`src/rtl/config_pkg.sv`:
```
// Shared configuration for vector banks: vector length, word format and index type.
// DI_t carries one spare bit so out-of-range FU addresses remain visible to the bank.
package config_pkg;
    localparam int D  = 8;
    localparam int DW = 16;
    localparam int AW = $clog2(D);

    typedef logic [DW-1:0] fixed_point_t;
    typedef logic [AW:0]   DI_t;
endpackage

```
`src/rtl/vector_mem.sv`:
```
// DEPTH-word register file: one synchronous write port, NUM_RD asynchronous read ports.
// Contents are never reset.
module vector_mem
    import config_pkg::*;
#(
    parameter int DEPTH  = D,
    parameter int NUM_RD = 1
) (
    input  logic                                    clk_i,
    input  logic                                    w_en_i,
    input  logic [$clog2(DEPTH)-1:0]                w_addr_i,
    input  fixed_point_t                            w_data_i,
    input  logic [NUM_RD-1:0][$clog2(DEPTH)-1:0]    r_addr_i,
    output fixed_point_t [NUM_RD-1:0]               r_data_o
);

    fixed_point_t mem [DEPTH];

    always_ff @(posedge clk_i) begin
        if (w_en_i) mem[w_addr_i] <= w_data_i;
    end

    for (genvar g = 0; g < NUM_RD; g++) begin : g_rd
        assign r_data_o[g] = mem[r_addr_i[g]];
    end

endmodule

```
`src/rtl/vector_bank.sv`:
```
// Vector staging bank: host loads D words, hands them to a functional unit which
// rewrites them in place, then the host drains the result.
module vector_bank
    import config_pkg::*;
(
    input  logic         clk_i,
    input  logic         rst_i,
    input  logic         load_valid_i,
    output logic         load_ready_o,
    input  fixed_point_t load_data_i,
    output logic         drain_valid_o,
    input  logic         drain_ready_i,
    output fixed_point_t drain_data_o,
    input  logic         fu_in_ready_i,
    output logic         fu_in_start_o,
    input  logic         fu_w_en_i,
    input  DI_t          fu_w_addr_i,
    input  fixed_point_t fu_w_data_i,
    input  DI_t          fu_r_addr_i,
    output fixed_point_t fu_r_data_o,
    output logic         busy_o,
    output logic         done_o
);

    typedef enum logic [2:0] {
        IDLE, LOAD, START, WAIT_BUSY, WAIT_DONE, DRAIN
    } state_t;

    localparam logic [AW-1:0] CNT_LAST = AW'(D - 1);

    state_t          state_q, state_d;
    logic [AW-1:0]   load_cnt, drain_cnt;
    logic            done_q;
    logic            load_acc, drain_acc, fu_wr;
    logic            fu_w_in_range;

    logic                   mem_w_en;
    logic [AW-1:0]          mem_w_addr;
    fixed_point_t           mem_w_data;
    logic [1:0][AW-1:0]     rd_addr;
    fixed_point_t [1:0]     rd_data;

    assign fu_w_in_range = (fu_w_addr_i < DI_t'(D));

    always_comb begin
        state_d       = state_q;
        load_ready_o  = 1'b0;
        fu_in_start_o = 1'b0;
        drain_valid_o = 1'b0;
        load_acc      = 1'b0;
        drain_acc     = 1'b0;
        fu_wr         = 1'b0;
        case (state_q)
            IDLE, LOAD: begin
                load_ready_o = 1'b1;
                if (load_valid_i) begin
                    load_acc = 1'b1;
                    state_d  = (load_cnt == CNT_LAST) ? START : LOAD;
                end
            end
            START: begin
                if (fu_in_ready_i) begin
                    fu_in_start_o = 1'b1;
                    state_d       = WAIT_BUSY;
                end
            end
            // FU owns the storage while it is running
            WAIT_BUSY: begin
                fu_wr = fu_w_en_i && fu_w_in_range;
                if (!fu_in_ready_i) state_d = WAIT_DONE;
            end
            WAIT_DONE: begin
                fu_wr = fu_w_en_i && fu_w_in_range;
                if (fu_in_ready_i) state_d = DRAIN;
            end
            DRAIN: begin
                drain_valid_o = 1'b1;
                if (drain_ready_i) begin
                    drain_acc = 1'b1;
                    if (drain_cnt == CNT_LAST) state_d = IDLE;
                end
            end
            default: state_d = IDLE;
        endcase
    end

    always_ff @(posedge clk_i or posedge rst_i) begin
        if (rst_i) begin
            state_q   <= IDLE;
            load_cnt  <= '0;
            drain_cnt <= '0;
            done_q    <= 1'b0;
        end else begin
            state_q <= state_d;
            done_q  <= drain_acc && (drain_cnt == CNT_LAST);
            if (load_acc)  load_cnt  <= load_cnt + 1'b1;
            if (drain_acc) drain_cnt <= drain_cnt + 1'b1;
        end
    end

    // Load and FU writes live in disjoint states, so a plain 2-way mux suffices
    assign mem_w_en   = load_acc | fu_wr;
    assign mem_w_addr = load_acc ? load_cnt : fu_w_addr_i[AW-1:0];
    assign mem_w_data = load_acc ? load_data_i : fu_w_data_i;

    assign rd_addr = {drain_cnt, fu_r_addr_i[AW-1:0]};

    vector_mem #(
        .DEPTH  (D),
        .NUM_RD (2)
    ) u_mem (
        .clk_i    (clk_i),
        .w_en_i   (mem_w_en),
        .w_addr_i (mem_w_addr),
        .w_data_i (mem_w_data),
        .r_addr_i (rd_addr),
        .r_data_o (rd_data)
    );

    // Out-of-range FU reads return zero rather than aliasing onto a real word
    assign fu_r_data_o  = fu_r_addr_i[AW] ? '0 : rd_data[0];
    assign drain_data_o = rd_data[1];
    assign busy_o       = (state_q != IDLE);
    assign done_o       = done_q;

endmodule

```
`config.mk`:
```
export PLATFORM = sky130hd
export DESIGN_NAME = vector_bank
export DESIGN_NICKNAME = d
export VERILOG_FILES = /design/src/rtl/config_pkg.sv /design/src/rtl/vector_mem.sv /design/src/rtl/vector_bank.sv
export SDC_FILE = /design/constraint.sdc
export NUM_CORES = 1
export LEC_CHECK = 0
export ABC_AREA = 1
export CELL_PAD_IN_SITES_DETAIL_PLACEMENT = 0
export CELL_PAD_IN_SITES_GLOBAL_PLACEMENT = 1
export CORE_MARGIN = 10
export CORE_UTILIZATION = 40
export CTS_CLUSTER_SIZE = 28
export DETAILED_ROUTE_END_ITERATION = 10
export DONT_BUFFER_PORTS = 1
export PLACE_DENSITY = 0.73
export RECOVER_POWER = 50
export SLEW_MARGIN = 40
export SYNTH_ARGS = -nofsm -noshare
export SYNTH_HDL_FRONTEND = slang
export SYNTH_SLANG_ARGS = --single-unit
```
`constraint.sdc`:
```
create_clock -name clk_i -period 3.2 [get_ports clk_i]
set_clock_uncertainty 0.05 [all_clocks]
set_input_delay 0.64 -clock clk_i [delete_from_list [all_inputs] [get_ports clk_i]]
set_output_delay 0.64 -clock clk_i [all_outputs]
set_load 0.005 [all_outputs]
```
# --- Yosys cells after proc, flatten, opt, wreduce, memory -nomap -nowiden ---
# Memory sizes are Yosys's and may differ from the RTL's.
# Index checks and enable logic that the tools add are counted.
totals:
  register_bits: 10
  mem_bits_rw: 128
  output_inout_bits: 37
  word_cells: 51
  mem_count: 1
memory_table:
  columns: ["memory", "depth", "word_bits", "rd", "rd_clocked_by_memory_dff", "wr", "line_no", "rtl"]
  rows:
  - ["u_mem.mem", 8, 16, 2, 0, 1, "vector_mem.sv:17", "fixed_point_t mem [DEPTH];"]
op_classes:
  add_sub_neg: 2
  magnitude_cmp: 1
  eq_ne: 13
  muxes: 22
  bitwise: 1
  n_reduce_logical: 7
ops:
  columns: ["operator", "n"]
  rows:
  - ["$mux 16", 2]
  - ["$mux 3", 7]
  - ["$pmux 3 s5", 1]
  - ["$eq 3x3->1 const B", 4]
  - ["$ne 2x2->1 const B", 6]
  - ["$mux 1", 11]
  - ["$add 3x1->3 const B", 2]
  - ["$eq 3x2->1 const B", 2]
  - ["$reduce_and 6->1", 1]
  - ["$lt 4x4->1 const B", 1]
  - ["$reduce_or 2->1", 2]
  - ["$eq 3x1->1 const B", 1]
  - ["$logic_not 3->1", 1]
  - ["$reduce_bool 3->1", 1]
  - ["$logic_and 1x1->1", 2]
  - ["$mux 2", 1]
  - ["$or 1x1->1", 1]

# --- Depth between registers and ports, before layout ---
depth:
  depth_word: 6
  ltp_mapped: 9
  mapped_depth_nobuf: 9

# --- Modules after synthesis ---
# A second synthesis with hierarchy kept.
unflattened:
  hier_cells: 1006
  hier_area_um2: 7996.4
by_module_without_submodules:
  columns: ["mod", "instances", "cells_per_inst", "area_each_um2", "seq_area_each_um2"]
  rows:
  - ["vector_mem", 1, 869, 6956.7, 3843.7]
  - ["vector_bank", 1, 137, 1039.7, 250.2]

# --- Worst setup path after synthesis ---
# OpenSTA, ideal clock, no wires.
synth_timing:
  path_type: "input to register"
  start: "input port load_valid_i"
  end: "memory u_mem.mem[4][0] in the netlist's numbering, enable pin"
  setup_time_ps: 388
  arrival_time_ps: 1788
  t_required_ps: 2762
  path_slack_ps: 973
  cell_stages: 6
  cell_sequence: "nand2_4 > buf_6 > nand2_1 > nand2_2 > nand3_1 > nor2_1"
synth_via:
  elab_chain_len: 5
  elab_cells_between_ends: 6
  cone_classes: "mux (5); bitwise (1)"
synth_lines:
  columns: ["item", "line_no", "rtl"]
  rows:
  - ["start, declared", "vector_bank.sv:8", "input logic load_valid_i,"]
  - ["$mux 1 (*)", "vector_bank.sv:56", "if (load_valid_i) begin"]
  - ["$mux 1 (*)", "vector_bank.sv:53", "case (state_q)"]
  - ["$or 1x1->1", "vector_bank.sv:102", "assign mem_w_en = load_acc | fu_wr;"]
  - ["$mux 1", "vector_mem.sv:20", "if (w_en_i) mem[w_addr_i] <= w_data_i;"]
  - ["$mux 1 (not written as such)", "vector_mem.sv:20", null]
  - ["end, declared", "vector_mem.sv:17", null]
# Mark *: on every way between the ends. The rest lies on a longest branch, timed or not.

# --- Worst setup path after layout ---
layout_timing:
  start: "input port fu_r_addr_i[0]"
  end: "output port fu_r_data_o[4]"
layout_via:
  elab_chain_len: 2
layout_lines:
  columns: ["item", "line_no", "rtl"]
  rows:
  - ["start, declared", "vector_bank.sv:19", "input DI_t fu_r_addr_i,"]
  - ["$mem_v2 8x16", null, null]
  - ["$mux 16", "vector_bank.sv:121", "assign fu_r_data_o = fu_r_addr_i[AW] ? '0 : rd_data[0];"]
  - ["end, declared", "vector_bank.sv:20", "output fixed_point_t fu_r_data_o,"]
# No other way between the ends.

==> flow_summary_export.csv <==
group,metric,value,unit
timing,final.setup.tns,0,ns
critical_path,crit_arrival,2.04,ns
yosys,postSynthCellCount,888,
cts,numCtsBuffers,17,
finish,fillers,1723,
timing,rsz0062_at_grt,"no",
pwr,peakVddDrop,0.365,mV
cts,clock_sinks,138,
critical_path,r2r_end,"u_mem.mem[3][8]",
die,initial_core_util,0.409,
critical_path,reg2reg_depth,6,
critical_path,cp-startpoint,"fu_r_addr_i[0]",
die,core,18100,µm²
run,cap_violations,0,
finish,synthToLayoutAreaGrowth,9.67,%
cts,post-cts-setup-buffers,0,
finish,drive_above_1_share,0.0652,
cts,cts_resized,0,
detailed_routing,drcViolationCount,0,
grt,grt.total_usage,0.170,
finish,fin_nets,926,
detailed_routing,ant_nets,0,
cts,htreeDepth,4,
hold_path,hold_path_class,"input port to asynchronous set/reset pin",
cts,hold_buffers,0,
place,dp_hpwl,12800,µm
yosys,avgSynthCellArea,8.34,µm²
cts,cts-root-buf,"clkbuf_16",
place,gp_congestion,0.756,
place,io_buffers,0,
detailed_routing,wl_per_cell,18.2,µm
run_status,status,"complete, no violations",
yosys,ys_warn_count,0,
timing,worst_slew_pin_slew,0.847,ns
detailed_routing,dr.pass1.iters,5,
yosys,synth_fp_nets,938,
critical_path,required,2.51,ns
finish,antenna_cells,0,
finish,final-seq-area,4100,µm²
die,die_y,156,µm
cts,clockBufferDepth,2,
detailed_routing,viasPerCell,5.14,
cts,cts_tree,"yes",
critical_path,r2r_slack,0.51,ns
finish,final_area,8120,µm²
die,die_area,24300,µm²
yosys,synth_area,7400,µm²
critical_path,r2r_start,"state_q[1]",
grt,grt_pass1_vias,5353,
cts,clk_pin_slew,0.06,ns
timing,maxSlewViolCount,0,
critical_path,cp-end-kind,"primary output",
timing,period_share,0.852,
timing,fmax,367,MHz
yosys,yosysUniqueCellTypes,26,
timing,maxSlewHeadroom,0.432,
finish,final_common_cell,"nand2_1",
grt,grt_pass1_wl,31600,µm
finish,multi_input_area,2660,µm²
timing,holdWs,0.0537,ns
cts,insertion_delay,0.42,ns
detailed_routing,num_vias,5747,
yosys,synth.area.top_cells,"edfxtp_1 52%, nand2_1 12%, o21ai_0 6.8%",
timing,min_period,2.73,ns
critical_path,crit_type,"input port to primary output",
yosys,synth-seq-cells,138,
critical_path,crit_path_start_kind,"input port",
yosys,ys_seq_area_frac,0.553,
detailed_routing,drtIter0Drc,568,
detailed_routing,wl,20300,µm
finish,mostFrequentLayoutCells,"236 x nand2_1, 132 x nor2_1, 128 x edfxtp_1",
place,postPlaceCellArea,7570,µm²
grt,grt_remaining_overflow,0,
yosys,yosysTopAreaCell,"edfxtp_1",
pwr,leakagePower,3.42,nW
yosys,synth_top_area_share,0.519,
timing,setup_viol,0,
grt,antenna_found_initial,0,
critical_path,cp_max_fo,97,
die,num_rows,49,
grt,grt_max_degree,98,
timing,timing_hold_violations_final,0,
die,die_x,156,µm
pwr,pwr_density_cell,760,nW/µm²
die,io_pins,83,
==> sequential cells by signal, indices dropped and copies added, names as in the netlist <==
register and cells:
drain_cnt 3, done_o 1, state_q 3, u_mem.mem 128, load_cnt 3
==> how the worst max path moves through the flow <==
stage,endpoint,slack [ns],cells after the start
after floorplan,u_mem.mem[4][0],0.97,6
final,fu_r_data_o[4],0.47,6
after global routing,u_mem.mem[0][8],0.26,6
after CTS,drain_data_o[15],0.45,5
after global placement,u_mem.mem[2][8],0.81,5
after detailed placement,u_mem.mem[3][7],0.76,6
==> cells in the mapped netlist <==
cell / count
clkbuf_1: 14
o21ai_1: 14
a21oi_2: 1
nor2_1: 131
a21oi_1: 66
nand2_2: 1
dfrtp_1: 10
buf_2: 20
buf_4: 5
inv_2: 2
xor2_1: 1
clkinv_1: 1
o21ai_0: 101
clkbuf_2: 1
nand2_4: 1
buf_1: 4
nand3_1: 51
edfxtp_1: 128
inv_1: 81
clkinv_2: 1
buf_6: 9
nor2_8: 1
nand3b_1: 2
nand2_1: 236
o21ai_2: 2
ha_1: 4
==> metrics by stage <==
step / total power [mW] / setup WS (ns) / std cells / util
2_1_floorplan: 3.78 / 0.973 / 888 / -
5_1_grt: 6.58 / 0.262 / 1118 / 0.449
3_5_place_dp: 4.29 / 0.761 / 1086 / 0.418
6_report: 6.17 / 0.474 / 1118 / 0.449
3_3_place_gp: 4.29 / 0.815 / 1086 / 0.418
4_1_cts: 6.23 / 0.454 / 1118 / 0.451
==> kinds of logic (layout without fill, tap and decap cells) <==
| logic type | after synthesis | after routing | share of synthesized area |
|---|---|---|---|
| AOI/OAI and AO/OA | 184 | 184 | 0.126 |
| xor gates and xnor gates | 1 | 1 | 0.00118 |
| adders and majority gates | 4 | 4 | 0.00676 |
| buffers and inverters | 138 | 139 | 0.0854 |
| DFF | 138 | 138 | 0.553 |
| and+or+nand+nor | 423 | 423 | 0.228 |
==> layout make-up <==
type / count / share of cell area
repair buffers: 22 / 0.0211
clock buffers: 18 / 0.0529
multi-input cells: 612 / 0.328
well taps: 229 / 0.0353
flip-flops and latches: 138 / 0.504
inverters: 85 / 0.0395
clock inverters: 14 / 0.0191
==> worst max-delay path, stage by stage <==
cell,delay [ns]
inv_1,0.33
clkbuf_2,0.52
o21ai_0,0.16
nand2_1,0.09
nor2_1,0.04
nor2_1,0.23
==> power by group <==
group / internal, mW / switching (mW)
clock: 1.21 / 0.736
combinational: 0.519 / 1.30
sequential: 2.29 / 0.107
total: 4.02 / 2.14
==> metal layers <==
layer | global-route usage | up-vias | share of wire
met1 | 0.230 | 2659 | 0.45
met3 | 0.0422 | 20 | 0.071
met5 | 0 | - | 0
met4 | 0.0535 | 0 | 0.011
li1 | - | 2897 | -
met2 | 0.263 | 171 | 0.46
(Power assumes the default switching activity.)
